## src/rtl/qkd_sifter_param.sv

```systemverilog
// QKD basis sifter: keeps raw pairs whose bases match, stores them in key memory, tracks block statistics.
// Optional feature: define QBER_ABORT_EN to abort a block once err_count reaches ERR_LIMIT.
module qkd_sifter_param #(
    parameter int ADDR_W    = 10,
    parameter int KEY_LEN   = 1024,
    parameter int BASIS_W   = 1,
    parameter int ERR_LIMIT = 110
) (
    input  logic               clk,
    input  logic               rst_n,
    input  logic               start,
    input  logic               in_valid,
    output logic               in_ready,
    input  logic [BASIS_W-1:0] alice_basis,
    input  logic [BASIS_W-1:0] bob_basis,
    input  logic               alice_bit,
    input  logic               bob_bit,
    output logic               key_we,
    output logic [ADDR_W-1:0]  key_addr,
    output logic               key_a,
    output logic               key_b,
    input  logic [ADDR_W-1:0]  rd_addr,
    output logic               rd_a,
    output logic               rd_b,
    output logic               busy,
    output logic               done,
    output logic               aborted,
    output logic [ADDR_W:0]    key_count,
    output logic [ADDR_W:0]    err_count,
    output logic [15:0]        disc_count
);

    typedef enum logic [1:0] {IDLE, SIFT, DONE, ABORT} state_t;

    state_t              state_reg;
    logic                in_ready_reg, busy_reg, done_reg, aborted_reg;
    logic                key_we_reg, key_a_reg, key_b_reg;
    logic [ADDR_W-1:0]   key_addr_reg;
    logic [1:0]          rd_data_reg;
    logic [ADDR_W:0]     key_count_reg, err_count_reg;
    logic [15:0]         disc_count_reg;
    logic [1:0]          mem [0:(1<<ADDR_W)-1];

    logic                accept, basis_match, bit_err, hit_len, hit_err;
    logic [ADDR_W:0]     key_count_next, err_count_next;

    // A start in the same cycle as a beat restarts the block and drops the beat.
    assign accept         = in_valid && in_ready_reg && !start;
    assign basis_match    = (alice_basis == bob_basis);
    assign bit_err        = alice_bit ^ bob_bit;
    assign key_count_next = key_count_reg + 1'b1;
    assign err_count_next = err_count_reg + {{ADDR_W{1'b0}}, bit_err};
    assign hit_len        = (int'(key_count_next) == KEY_LEN);

`ifdef QBER_ABORT_EN
    assign hit_err = bit_err && (int'(err_count_next) == ERR_LIMIT);
`else
    logic unused_err_limit;
    assign unused_err_limit = (ERR_LIMIT != 0);
    assign hit_err          = 1'b0;
`endif

    always_ff @(posedge clk or negedge rst_n) begin
        if (!rst_n) begin
            state_reg      <= IDLE;
            in_ready_reg   <= 1'b0;
            busy_reg       <= 1'b0;
            done_reg       <= 1'b0;
            aborted_reg    <= 1'b0;
            key_we_reg     <= 1'b0;
            key_addr_reg   <= '0;
            key_a_reg      <= 1'b0;
            key_b_reg      <= 1'b0;
            key_count_reg  <= '0;
            err_count_reg  <= '0;
            disc_count_reg <= '0;
        end else begin
            key_we_reg <= 1'b0;
            if (start) begin
                state_reg      <= SIFT;
                in_ready_reg   <= 1'b1;
                busy_reg       <= 1'b1;
                done_reg       <= 1'b0;
                aborted_reg    <= 1'b0;
                key_count_reg  <= '0;
                err_count_reg  <= '0;
                disc_count_reg <= '0;
            end else if (accept) begin
                if (basis_match) begin
                    key_we_reg    <= 1'b1;
                    key_addr_reg  <= key_count_reg[ADDR_W-1:0];
                    key_a_reg     <= alice_bit;
                    key_b_reg     <= bob_bit;
                    key_count_reg <= key_count_next;
                    err_count_reg <= err_count_next;
                    // Abort wins over completion when both trigger on the same pair.
                    if (hit_err) begin
                        state_reg    <= ABORT;
                        in_ready_reg <= 1'b0;
                        busy_reg     <= 1'b0;
                        aborted_reg  <= 1'b1;
                    end else if (hit_len) begin
                        state_reg    <= DONE;
                        in_ready_reg <= 1'b0;
                        busy_reg     <= 1'b0;
                        done_reg     <= 1'b1;
                    end
                end else if (disc_count_reg != 16'hFFFF) begin
                    disc_count_reg <= disc_count_reg + 16'd1;
                end
            end
        end
    end

    always_ff @(posedge clk) begin
        if (accept && basis_match)
            mem[key_count_reg[ADDR_W-1:0]] <= {alice_bit, bob_bit};
    end

    // Read-before-write: a same-address read in the write cycle sees the old pair.
    always_ff @(posedge clk or negedge rst_n) begin
        if (!rst_n)
            rd_data_reg <= 2'b00;
        else
            rd_data_reg <= mem[rd_addr];
    end

    assign in_ready   = in_ready_reg;
    assign busy       = busy_reg;
    assign done       = done_reg;
    assign aborted    = aborted_reg;
    assign key_we     = key_we_reg;
    assign key_addr   = key_addr_reg;
    assign key_a      = key_a_reg;
    assign key_b      = key_b_reg;
    assign rd_a       = rd_data_reg[1];
    assign rd_b       = rd_data_reg[0];
    assign key_count  = key_count_reg;
    assign err_count  = err_count_reg;
    assign disc_count = disc_count_reg;

endmodule

```

## config.mk

```make
export PLATFORM = sky130hd
export DESIGN_NAME = qkd_sifter_param
export DESIGN_NICKNAME = d
export VERILOG_FILES = /design/src/rtl/qkd_sifter_param.sv
export SDC_FILE = /design/constraint.sdc
export NUM_CORES = 2
export LEC_CHECK = 0
export ABC_CLOCK_PERIOD_IN_PS = 2800
export BUFFER_PORTS_ARGS = -buffer_cell sky130_fd_sc_hd__buf_4
export CAP_MARGIN = 20
export CORE_MARGIN = 2
export CORE_UTILIZATION = 32
export CTS_BUF_LIST = sky130_fd_sc_hd__clkbuf_8
export DETAILED_ROUTE_END_ITERATION = 10
export PLACE_DENSITY = 0.55
export SYNTH_ARGS = -nofsm -noshare
export SYNTH_HDL_FRONTEND = slang
export SYNTH_SLANG_ARGS = --single-unit
```

## constraint.sdc

```tcl
create_clock -name clk -period 2.8 [get_ports clk]
set_input_delay 0.42 -clock clk [delete_from_list [all_inputs] [get_ports clk]]
set_output_delay 0.42 -clock clk [all_outputs]
set_load 0.05 [all_outputs]
```

# Word-level counts from Yosys, hierarchy flattened
# Memory sizes are Yosys's and may differ from the RTL's. A register that Yosys moved wholly into a read port is not among the register bits.
# Cells that the tools add are included.
[word_totals] elab_cells=55 mem_bits_rw=2048 out_inout_bits=57 memories=1 latch_bits=0 reg_bits=53 romBits=0 inputBits=18
[memory_table] name="mem" words=1024 word_bits=2 read_ports=1 rd_clocked_by_memory_dff=1 write_ports=1 line_no="42" text="logic [1:0] mem [0:(1<<ADDR_W)-1];"
[classes] div=0 n_reduce_logical=13 eq_ne=4 n_mul=0 n_bitwise=2 add_sub_neg=3 n_shift=0 mux=23 order_cmp=0
[op_table] operator="two-way mux 11 bit" count=6
[op_table] operator="two-way mux 16 bit" count=4
[op_table] operator="adder 16 x 1 -> 16 bit, second input constant" count=1
[op_table] operator="inequality test 16 bit, second input constant" count=1
[op_table] operator="two-way mux 1 bit" count=13
[op_table] operator="adder 11 x 1 -> 11 bit" count=1
[op_table] operator="adder 11 x 1 -> 11 bit, second input constant" count=1
[op_table] operator="== test 11 bit, second input constant" count=1
[op_table] operator="AND reduction 3 bit" count=3
[op_table] operator="nonzero test 2 bit" count=4
[op_table] operator="logical AND 1 bit" count=3
[op_table] operator="logical NOT 1 bit" count=2
[op_table] operator="inequality test 2 bit, second input constant" count=1
[op_table] operator="AND reduction 2 bit" count=1
[op_table] operator="== test 1 bit" count=1
[op_table] operator="NOT 1 bit" count=1
[op_table] operator="bitwise XOR 1 bit" count=1

# Longest topological paths before layout
[logic_depth] word_depth=6 ltp_mapped=15 ltp_nobuf=9

# Least setup slack after synthesis
# OpenSTA, ideal clock, no wires.
[synth_timing] kind="register to register" start="register, netlist name busy" end="memory mem[763][0], enable pin" period_less_slack_ps=2733 setup_slack_ps=67 t_arrival_ps=2424 n_path_buf=4 t_required_ps=2491 stages_incl_launch_ff=9 setup_time_ps=309 cell_sequence="dfrtp_1 > and3_1 > clkbuf_1 > nor2b_1 > clkbuf_1 > clkbuf_1 > nand3_1 > clkbuf_1 > nor2_1"
[synth_rtl] element="to (decl)" line_no="42"

==> results.json <==
{
  "outcome": "finished clean",
  "setup-tns-final_ns": 0,
  "antenna_found_initial": 18,
  "drt-met1-wl_microns": 108000,
  "routed-wl-met2_microns": 122000,
  "globalRouteOverflowTotal": 0,
  "fp.coreArea_sq_mm": 0.268,
  "synth.avg_cell_area_sq_um": 17.3,
  "clock_sinks": 2103,
  "insertion_delay_of_the_later_clocked_pin_in_the_worst_skew_pair_ns": 1.05,
  "final_period_minus_worst_setup_slack_ns": 2.71,
  "count_of_flip_flops_with_a_built_in_enable_after_synthesis": 2048,
  "post_synth_most_frequent_cells": "sky130_fd_sc_hd__edfxtp_1, sky130_fd_sc_hd__nor2_1, sky130_fd_sc_hd__mux4_2, sky130_fd_sc_hd__clkbuf_1, sky130_fd_sc_hd__mux2i_1",
  "clkPwrFrac_pct": 39.9,
  "design.final.nets": 5541,
  "flip_flop_count_of_the_largest_register_after_layout": 2048,
  "detailedPlacementHpwl_microns": 154000,
  "seq_power_share_pct": 54.4,
  "grt_start_max_net_pins": 200,
  "critical_path.startpoint_type": "flop",
  "via_per_inst": 5.36,
  "largest_family_of_logic_cells_by_synthesized_area": "multiplexers",
  "crit_arrival_ns": 3.61,
  "synthAdderAreaFrac_pct": 0.101,
  "dr.first_iter.drc_count": 6103,
  "postSynth.asyncResetShare_pct": 2.62,
  "worstPathRequired_ns": 3.70,
  "yosys.cell_count.top_type": "sky130_fd_sc_hd__edfxtp_1",
  "die-width_microns": 524,
  "routed.top_layer": "met4",
  "num_io_pins": 75,
  "setup_viol": 0,
  "synth-xor-area-share_pct": 0.345,
  "drt_pass1_iterations": 5,
  "cts_htree_levels": 5,
  "gp_congestion": 0.822,
  "dpl-instance-area_sq_mm": 0.0944,
  "number_of_global_route_vias_before_repair": 51000,
  "worstHoldPathCells": 5,
  "tritoncts_clock_tree": "done",
  "regArea_sq_mm": 0.0629,
  "synth_ff_type": "sky130_fd_sc_hd__edfxtp_1",
  "layout-drive-gt1-share_pct": 25.5,
  "finalWirelength_microns": 259000,
  "rr_worst_depth": 8,
  "power.net_switching_mw": 14.6,
  "met3_length_microns": 21400,
  "synth_cell_types": 75,
  "gr-usage-all-layers_pct": 18.7,
  "synthesis.instances": 5003,
  "cts-buffers-inserted": 365,
  "clock_tree.buffer_depth": 4,
  "power.combinational.fraction_pct": 5.7,
  "fin_max_slew_vios": 0,
  "die_h_microns": 524,
  "switching_share_of_power_pct": 23.0,
  "synth-seq-cells": 2103,
  "timing.slew.headroom_pct": 14.7,
  "leakagePower_nw": 32.1,
  "design_area_sq_mm": 0.101,
  "min_period_over_period_pct": 96.8,
  "die-area_sq_mm": 0.274,
  "critical_path_peak_fanout": 1,
  "synth_largest_area_cell": "sky130_fd_sc_hd__edfxtp_1",
  "yosys.area.top_type_share_pct": 71.2,
  "timing.final.hold_violations": 0,
  "power.density_cell_area_mw_per_mm2": 630,
  "endpoint_type_of_the_worst_setup_path": "flop",
  "port_buffers": 73,
  "area_fraction_in_compound_gates_after_synthesis_pct": 3.05,
  "root_buffer": "sky130_fd_sc_hd__clkbuf_8",
  "via_count": 50000,
  "ys_seq_area_share_pct": 72.8,
  "synth-simple-area-share_pct": 6.54,
  "maxClockFrequency_mhz": 369,
  "mappedNetlistArea_sq_mm": 0.0864,
  "skew_ns": 0.0557,
  "max-cap-violations": 0,
  "standard_cell_rows": 190,
  "route.detailed.drc": 0,
  "antenna_left": 0,
  "hold_path.class": "in -> reg",
  "synth_top_cells_by_area": "sky130_fd_sc_hd__edfxtp_1, sky130_fd_sc_hd__mux4_2, sky130_fd_sc_hd__nor2_1, sky130_fd_sc_hd__mux2i_1, sky130_fd_sc_hd__dfrtp_1",
  "net_count_after_synthesis": 5028,
  "grt_first_pass_wirelength_microns": 369000,
  "fillCellCount": 25000,
  "max_slew.worst_pin.slew_ns": 1.28,
  "areaGrowthSynthToFinish_pct": 16.9,
  "internal_power_component_mw": 49.0,
  "synthesis.yosys.warnings": 0,
  "setup.worst_path.class": "reg -> reg",
  "post_drt_wl_per_cell_microns": 27.8,
  "clk_pin_slew_worst_paths_ns": 0.06,
  "synth.mux.area_fraction_pct": 14.5,
  "multi_input_comb_area_sq_mm": 0.0217,
  "vdd.ir_drop.worst_v": 0.000516,
  "start_util_pct": 32.2
}
==> worst max-delay path, cell delays in order, from the launching register on <==
cell                        delay [ns]
sky130_fd_sc_hd__edfxtp_1         0.38
sky130_fd_sc_hd__mux4_1           0.51
sky130_fd_sc_hd__mux4_2           0.51
sky130_fd_sc_hd__mux4_2           0.54
sky130_fd_sc_hd__nor2_2           0.14
sky130_fd_sc_hd__buf_4            0.15
sky130_fd_sc_hd__a2111oi_1        0.07
sky130_fd_sc_hd__a21oi_1          0.19
sky130_fd_sc_hd__nand3_1          0.10
==> power by group through the flow <==
stage | combinational [mW] | clock (mW) | sequential [mW]
after floorplan | 1.71 | 0 | 35.3
after global placement | 3.61 | 0 | 35.2
after detailed placement | 3.62 | 0 | 35.2
after CTS | 3.65 | 25.9 | 34.6
after global routing | 3.84 | 27.2 | 34.6
final | 3.65 | 25.4 | 34.6
==> final cells by class <==
type                       count  area share [%]
antenna                        5          0.0124
clock buffer                 369            5.03
clock inverter               261            1.27
inverter                       8          0.0322
multi-input combinational   2479            21.5
sequential                  2103            62.3
tap                         3552            4.40
timing repair buffer         559            5.44
==> placed cells by master, fill, tap and decap left out, types with 6 or more instances in the layout <==
cell type and count:
sky130_fd_sc_hd__a211oi_1 10, sky130_fd_sc_hd__a21oi_1 72, sky130_fd_sc_hd__a221oi_1 16, sky130_fd_sc_hd__a22o_1 10, sky130_fd_sc_hd__a22oi_1 45, sky130_fd_sc_hd__and2_1 7
sky130_fd_sc_hd__and3_1 12, sky130_fd_sc_hd__buf_12 98, sky130_fd_sc_hd__buf_4 448, sky130_fd_sc_hd__bufinv_16 9, sky130_fd_sc_hd__clkbuf_8 369, sky130_fd_sc_hd__clkinv_1 101
sky130_fd_sc_hd__clkinv_2 34, sky130_fd_sc_hd__dfrtp_1 55, sky130_fd_sc_hd__dlygate4sd3_1 7, sky130_fd_sc_hd__edfxtp_1 2048, sky130_fd_sc_hd__ha_1 7, sky130_fd_sc_hd__inv_1 118
sky130_fd_sc_hd__mux2_2 19, sky130_fd_sc_hd__mux2i_1 206, sky130_fd_sc_hd__mux4_1 31, sky130_fd_sc_hd__mux4_2 418, sky130_fd_sc_hd__nand2_1 89, sky130_fd_sc_hd__nand3_1 24
sky130_fd_sc_hd__nand3_4 30, sky130_fd_sc_hd__nand4_1 13, sky130_fd_sc_hd__nor2_1 1100, sky130_fd_sc_hd__nor2b_1 15, sky130_fd_sc_hd__nor3_1 33, sky130_fd_sc_hd__nor3b_1 6
sky130_fd_sc_hd__nor4_1 8, sky130_fd_sc_hd__o21ai_0 33, sky130_fd_sc_hd__o221ai_1 81, sky130_fd_sc_hd__o22ai_1 52, sky130_fd_sc_hd__or3_1 6, sky130_fd_sc_hd__xnor2_1 6
sky130_fd_sc_hd__xor2_1 28
==> path summary, 6_finish.rpt <==
path / from / to / slack (ns)
max: mem[797][1] / rd_data_reg[1] / 0.09
min: alice_basis / key_we / 0.15
max reg2reg: mem[797][1] / rd_data_reg[1] / 0.09
min reg2reg: key_addr[7] / key_addr[7] / 0.51
max in group asynchronous: rst_n / disc_count[2] / 2.04
min in group asynchronous: rst_n / err_count[2] / 0.45
==> stage by stage <==
| step | setup slack [ns] | utilization, % | power [mW] | cells | hold WS (ns) |
|---|---|---|---|---|---|
| final | 0.0899 | 37.6 | 63.6 | 9336 | 0.148 |
| after global routing | -0.00614 | 37.6 | 65.6 | 9333 | 0.135 |
| after CTS | 0.00146 | 37.6 | 64.2 | 9331 | 0.0511 |
| after detailed placement | -1.15 | 35.2 | 38.9 | 8693 | 0.499 |
| after global placement | -1.21 | 35.2 | 38.8 | 8693 | 0.494 |
| after floorplan | 0.0672 | - | 37.0 | 5003 | 0.124 |
==> logic make-up after synthesis <==
family / after synthesis
flops: 2103
simple gates: 1392
mux: 674
buf+inv: 421
compound gates: 371
xor+xnor: 34
fa+ha+maj: 7
other cells: 1
==> per-layer routing <==
| metal | vias up | global-route usage (%) |
|---|---|---|
| met5 | - | 0 |
| met4 | 0 | 6.04 |
| met2 | 2397 | 29.8 |
| met1 | 26400 | 25.9 |
| met3 | 481 | 3.30 |
| li1 | 20700 | - |
==> repair_timing <==
item                       in CTS  in global routing
setup endpoints to repair     243                  2
setup buffers                   0                  0
gates resized for setup         8                 15
hold buffers                    8                  0
pin swaps                       1                  9
gates cloned                    0                  0
hold endpoints to repair      342                  0
Note: power is estimated with default switching activity, not from simulation.
